==> config.mk <==
export PLATFORM = sky130hd
export DESIGN_NAME = booth_areg
export DESIGN_NICKNAME = d
export VERILOG_FILES = /design/src/rtl/booth_areg.sv
export SDC_FILE = /design/constraint.sdc
export NUM_CORES = 1
export LEC_CHECK = 0
export CORE_MARGIN = 2
export CORE_UTILIZATION = 55
export DETAILED_ROUTE_END_ITERATION = 16
export PLACE_DENSITY = 0.94
export SYNTH_ARGS = -nofsm -noshare
export SYNTH_HDL_FRONTEND = slang
export SYNTH_SLANG_ARGS = --single-unit
export TNS_END_PERCENT = 5
==> constraint.sdc <==
create_clock -name clk -period 4.4 [get_ports clk]
set_clock_uncertainty 0.1 [all_clocks]
set_input_delay 0.66 -clock clk [delete_from_list [all_inputs] [get_ports clk]]
set_output_delay 0.66 -clock clk [all_outputs]
set_load 0.02 [all_outputs]
==> src/rtl/booth_areg.sv <==
// Booth multiplier accumulator register: load/clear, arithmetic and serial
// right shifts with a pass counter, and add/subtract with sticky overflow.
module booth_areg #(
   parameter int unsigned WIDTH = 8,
   parameter int unsigned STEPS = WIDTH
) (
   input  logic                           clk,
   input  logic                           rst_n,
   input  logic [WIDTH-1:0]               in,
   input  logic [WIDTH-1:0]               m,
   input  logic [2:0]                     ctrl,
   input  logic                           ser_in,
   output logic [WIDTH-1:0]               o,
   output logic                           shiftBit,
   output logic [$clog2(STEPS+1)-1:0]     cnt,
   output logic                           done,
   output logic                           ovf
);

   localparam int unsigned CW  = $clog2(STEPS + 1);
   localparam int unsigned MSB = WIDTH - 1;

   typedef enum logic [2:0] {
      OP_LOAD  = 3'b000,
      OP_CLEAR = 3'b001,
      OP_ASHR  = 3'b010,
      OP_HOLD  = 3'b011,
      OP_ADD   = 3'b100,
      OP_SUB   = 3'b101,
      OP_SHR   = 3'b110,
      OP_HOLD2 = 3'b111
   } op_t;

   generate
      if (WIDTH < 2 || WIDTH > 64 || STEPS < 1 || STEPS > WIDTH) begin : g_bad_param
         $error("booth_areg: illegal WIDTH/STEPS");
      end
   endgenerate

   op_t              op;
   logic [WIDTH-1:0] areg_q, areg_nxt;
   logic             sb_q, sb_nxt;
   logic [CW-1:0]    cnt_q, cnt_nxt;
   logic             ovf_q, ovf_nxt;
   logic [WIDTH-1:0] sum, diff;
   logic             add_ovf, sub_ovf;
   logic             done_c;

   assign op      = op_t'(ctrl);
   assign done_c  = (cnt_q == CW'(STEPS));
   assign sum     = areg_q + m;
   assign diff    = areg_q - m;
   // Signed overflow: result sign departs from the accumulator sign when
   // operands effectively share a sign.
   assign add_ovf = (areg_q[MSB] == m[MSB]) && (sum[MSB]  != areg_q[MSB]);
   assign sub_ovf = (areg_q[MSB] != m[MSB]) && (diff[MSB] != areg_q[MSB]);

   // State register
   always_ff @(posedge clk or negedge rst_n) begin
      if (!rst_n) begin
         areg_q <= '0;
         sb_q   <= 1'b0;
         cnt_q  <= '0;
         ovf_q  <= 1'b0;
      end else begin
         areg_q <= areg_nxt;
         sb_q   <= sb_nxt;
         cnt_q  <= cnt_nxt;
         ovf_q  <= ovf_nxt;
      end
   end

   // Next-state decode
   always_comb begin
      areg_nxt = areg_q;
      sb_nxt   = areg_q[0];
      cnt_nxt  = cnt_q;
      ovf_nxt  = ovf_q;
      case (op)
         OP_LOAD: begin
            areg_nxt = in;
            sb_nxt   = in[0];
            cnt_nxt  = '0;
            ovf_nxt  = 1'b0;
         end
         OP_CLEAR: begin
            areg_nxt = '0;
            sb_nxt   = 1'b0;
            cnt_nxt  = '0;
            ovf_nxt  = 1'b0;
         end
         OP_ASHR: begin
            // A finished pass freezes shifts, including the shifted-out bit.
            if (done_c) begin
               sb_nxt = sb_q;
            end else begin
               areg_nxt = {areg_q[MSB], areg_q[MSB:1]};
               sb_nxt   = areg_q[0];
               cnt_nxt  = cnt_q + CW'(1);
            end
         end
         OP_SHR: begin
            if (done_c) begin
               sb_nxt = sb_q;
            end else begin
               areg_nxt = {ser_in, areg_q[MSB:1]};
               sb_nxt   = areg_q[0];
               cnt_nxt  = cnt_q + CW'(1);
            end
         end
         OP_ADD: begin
            areg_nxt = sum;
            sb_nxt   = sum[0];
            ovf_nxt  = ovf_q | add_ovf;
         end
         OP_SUB: begin
            areg_nxt = diff;
            sb_nxt   = diff[0];
            ovf_nxt  = ovf_q | sub_ovf;
         end
         OP_HOLD, OP_HOLD2: begin
            sb_nxt = areg_q[0];
         end
         default: begin
            sb_nxt = areg_q[0];
         end
      endcase
   end

   assign o        = areg_q;
   assign shiftBit = sb_q;
   assign cnt      = cnt_q;
   assign ovf      = ovf_q;
   assign done     = done_c;

endmodule

Word-level counts from Yosys, hierarchy flattened
Index checks and enable logic that the tools add are counted.

storage, ports and cells
  flip-flop bits (word level) = 14
  bits of input ports = 22

operators by class
  muxes and demuxes = 8
  equal/unequal tests = 15
  bitwise logic cells = 3
  reductions and logical operators = 13
  add/sub/neg operators = 3

operators by type and width
  operator                                                               count
  8-bit one-hot mux with 6 select lines                                  1
  3-bit equality test, second input constant                             4
  8-bit adder                                                            1
  8-bit 2-to-1 mux                                                       1
  4-bit one-hot mux with 2 select lines                                  1
  8-bit subtractor                                                       1
  7-bit 2-to-1 mux                                                       1
  3-bit by 2-bit equality test with 1-bit output, second input constant  2
  2-bit != test, second input constant                                   3
  1-bit one-hot mux with 6 select lines                                  1
  3-bit AND reduction                                                    2
  6-bit nonzero test                                                     1
  2-bit OR reduction                                                     3
  5-bit nonzero test                                                     1
  4-bit by 1-bit adder with 4-bit output, second input constant          1
  4-bit equality test, second input constant                             1
  4-bit 2-to-1 mux                                                       1
  3-bit by 1-bit equality test with 1-bit output, second input constant  1
  3-bit logical NOT                                                      1
  1-bit != test                                                          3
  1-bit one-hot mux with 3 select lines                                  1
  3-bit nonzero test                                                     1
  1-bit logical AND                                                      2
  1-bit bitwise OR                                                       2
  5 further kinds                                                        5

Longest topological paths before layout
  word-level depth = 5
  mapped depth = 9

Worst setup path after synthesis
No wires, ideal clock.

  path kind = in2reg
  start = in m[4]
  end = reg areg_q[5], in the netlist o[5]
  buffers on the path = 1
  stages = 8
  path slack = 1.933 ns
  arrival = 2.241 ns
  library setup time = 0.126 ns
  cells stage by stage = inv_1 ha_1 buf_4 or3_1 o22ai_1 mux2i_1 o221ai_1 a221o_1

between the ends
  cells in the longest elaborated chain, start to end = 2
  elaborated cells between the ends (all ways) = 3
  those cells by class = add/sub (2); mux (1)

RTL lines
  item                                             line    source
  start, declared                                  10      input logic [WIDTH-1:0] m,
  8-bit subtractor or 8-bit adder (tied branches)  52, 51
  8-bit one-hot mux with 6 select lines *          79      case (op)
  end signal, assigned                             66      areg_q <= areg_nxt;
  end, declared                                    41      logic [WIDTH-1:0] areg_q, areg_nxt;

Every way passes the cells marked *; elsewhere a longest branch is shown, timed or not.
A chain may end at the register's enable or synchronous reset.

Worst setup path after layout
  start = in m[4]
  end = reg ovf_q, in the netlist ovf

between the ends
  cells in the longest elaborated chain, start to end = 5
  elaborated cells between the ends (all ways) = 9
  those cells by class = add/sub (2); eq/ne (2); mux (1); bitwise (2); reduce/logical (2)

RTL lines
  item                                             line      source
  8-bit subtractor or 8-bit adder (tied branches)  52, 51
  1-bit != test, on equally long branches          56, 55
  1-bit logical AND, on equally long branches      56, 55
  1-bit bitwise OR, on equally long branches       119, 114
  1-bit one-hot mux with 3 select lines *          79
  end signal, assigned                             69        ovf_q <= ovf_nxt;
  end, declared                                    44        logic ovf_q, ovf_nxt;

Marks and branches as above.

==> metrics <==
cell count after synthesis=203; sequential area share after synthesis=a little over a fifth; Netlist Area Pre-Place=1660 um2; Synth Area in Adders=14.5%; initial core utilization=59.1%; number of synthesized flops with an enable pin=0; initial antenna violation count=0; Post-layout nets=between 200 and 300; failing checks=DRC; Remaining Overflow, GRT=0; final setup vio count=0; Hold Path Class=reg -> reg; CTS tree=done; RSZ-0062 raised after global routing=no; # hold bufs at CTS=0; reg-to-reg critical path endpoint=ovf$_DFFE_PN0P_; Synth Area in Simple Gates=between 20% and 30%; critical path class=in -> reg; fmax=342 MHz; outcome=complete, but fails checks; Setup crit start kind=primary input; clock insertion delay at the later pin of the skew report=290 ps; Setup crit end=ovf$_DFFE_PN0P_; crit end category=register; final hold vios=0; Cell Rows=19; leakage=0.867 nW; Die H=58.9 um; first-pass GRT wire length=6850 um; FILL cells=236; IO buf count=36; power per cell area=roughly 320 nW/um2; DP Worst Slack=1250 ps; Slew HR=47.2%; TritonCTS Sinks=14; Hold Path Origin=cnt[1]$_DFFE_PN0P_; main combinational cell family by area after synthesis=compound AO/OA/AOI/OAI gates; CP Data Required Time=~4500 ps; top cells by area, synth=dfrtp_1, ha_1, inv_1; number of H-tree levels=1; Critical R2R Launch=o[4]$_DFFE_PN0P_; largest net degree at the start of global routing=20; CP Launch Point=m[4]; vias per inst=approximately 6.1; post-CTS setup buffers=0; layout cells sized above 1=5.60%; RD Place Congestion=1.00; Synth top area share=21.1%; post-synthesis compound-gate area fraction=27.4%; Worst Slack Setup Final=1480 ps; root buffer cell=clkbuf_4; internal reg-to-reg setup slack=between 1500 and 2000 ps; setup TNS=0 ps; Clock transition at path regs=90 ps; DR pass1 iterations=10; post-DP HPWL=roughly 3200 um; Peak supply drop=around 0.00018 V; WL final=4080 um; Avg WL per Cell=15.5 um; post-CTS sizing=0; DRC Markers=1; Area Growth Syn to Fin=21.5%; async set-reset flop share out of synthesis=100%; synth warn=0; vias in the first global route=around 1,500; core region area=approximately 2800 um2; R2R cell count=7; xor/xnor share of the synthesized area=3.70%; Max-cap violations=0; post-synthesis register bit count=14; Crit Path Max Fanout=12; final worst-path cycle share=66.4%; n_diodes=0; Routed Antenna Nets=0; Synth area leader=dfrtp_1; Most used DFF post-synth=dfrtp_1; number of distinct library cells after synthesis=57; total track usage=25.5%; area of the multi-input gates=1150 um2; Worst-Margin Slew=789 ps; Final min period=2920 ps; DRT iter0 DRCs=83; register area=approximately 350 um2; CP arrival=3030 ps; Clock Tree Buf Depth=2; vias post-DR=1,605; chip width=58.9 um; boundary pin count=37; multiplexer area fraction after synthesis=3.02%; Slew Viols, Final=0; die area=3470 um2; syn avg cell area=8.16 um2; CTS buffer count=3; Syn Nets=243
## cells in the final DEF (no fill, tap or decap), drive strengths merged, types with 2 or more instances in the layout
cell	count
nand2	15
clkbuf	4
xnor2	5
a21oi	14
nor2b	5
or2	2
nand3	4
a211oi	2
nand2b	5
fa	2
dfrtp	14
o21a	2
inv	19
mux2i	5
nor3	5
o31ai	2
a221oi	5
o21bai	3
nor2	19
ha	16
xor2	2
a31oi	4
clkdlybuf4s50	36
o21ai	12
a21o	2
o221ai	2
a22o	3
## logic make-up (layout without fill, tap and decap cells)
logic type,count (synthesis),count (layout)
simple gates,64,64
fa+ha+maj,18,18
buf+inv,31,60
mux,5,5
compound gates,64,64
xor+xnor,7,7
flops,14,14
## cell usage after synthesis, types with 3 or more instances
master and number:
a221oi_1 4, mux2i_1 5, o21ai_0 12, dfrtp_1 14, nand2_1 14, nor3_1 5
inv_1 19, buf_6 5, o21bai_1 3, nor2b_1 3, xnor2_1 5, a31oi_1 4
nand3_1 4, nor2_1 19, a21oi_1 12, a22o_1 3, ha_1 16, clkbuf_1 5
nand2b_1 5
## metrics by stage
stage               hold WS (ps)  cell area, um2  cells  power (W)  util, %
floorplan                    264            1660    203   0.000434        -
global placement             462            1980    259   0.000534     70.4
detailed placement           473            1980    259   0.000540     70.4
CTS                          494            2010    263   0.000636     71.7
global route                 529            2010    263   0.000686     71.7
finish                       493            2010    263   0.000639     71.7
## worst max-delay path: stages
cell             delay, ps
clkdlybuf4s50_1        480
inv_1                   50
ha_1                   430
nor2_1                 230
o2111ai_1              210
nand4_1                160
a311o_1                190
or4b_1                 440
a31oi_1                180
## state kept, by name, summed over array words and instances (netlist names)
signal and flops:
o 8, shiftBit 1, cnt 4, ovf 1
## power by group
| group | total (W) | switching [W] | leakage (nW) | internal (W) |
|---|---|---|---|---|
| sequential | 0.000181 | 0.0000322 | 0.176 | 0.000149 |
| combinational | 0.000362 | 0.000196 | 0.670 | 0.000165 |
| clock | 0.0000960 | 0.0000455 | 0.0210 | 0.0000504 |
## how the worst min path moves through the flow
stage / endpoint / cells after the start / slack (ps)
after floorplan: cnt[0]$_DFFE_PN0P_ / 0 / 260
after global placement: cnt[0]$_DFFE_PN0P_ / 1 / 460
after detailed placement: cnt[0]$_DFFE_PN0P_ / 1 / 470
after CTS: o[6]$_DFFE_PN0P_ / 2 / 490
after global routing: cnt[3]$_DFFE_PN0P_ / 1 / 530
final: cnt[1]$_DFFE_PN0P_ / 1 / 490
## final cells by class
class	count	area share [%]
clock buffer	4	1.80
inverter	19	3.54
multi-input combinational	158	57.0
sequential	14	17.4
tap	31	1.93
timing repair buffer	37	18.3
## metal layers
| metal | GRT usage [%] | wire (um) | vias up |
|---|---|---|---|
| met2 | 39.8 | 1920 | 68 |
| met4 | 6.49 | 48 | 0 |
| met1 | 37.3 | 1860 | 738 |
| li1 | - | - | 792 |
| met5 | 0 | 0 | - |
| met3 | 3.08 | 254 | 7 |
Power figures use the tool's default switching activity.
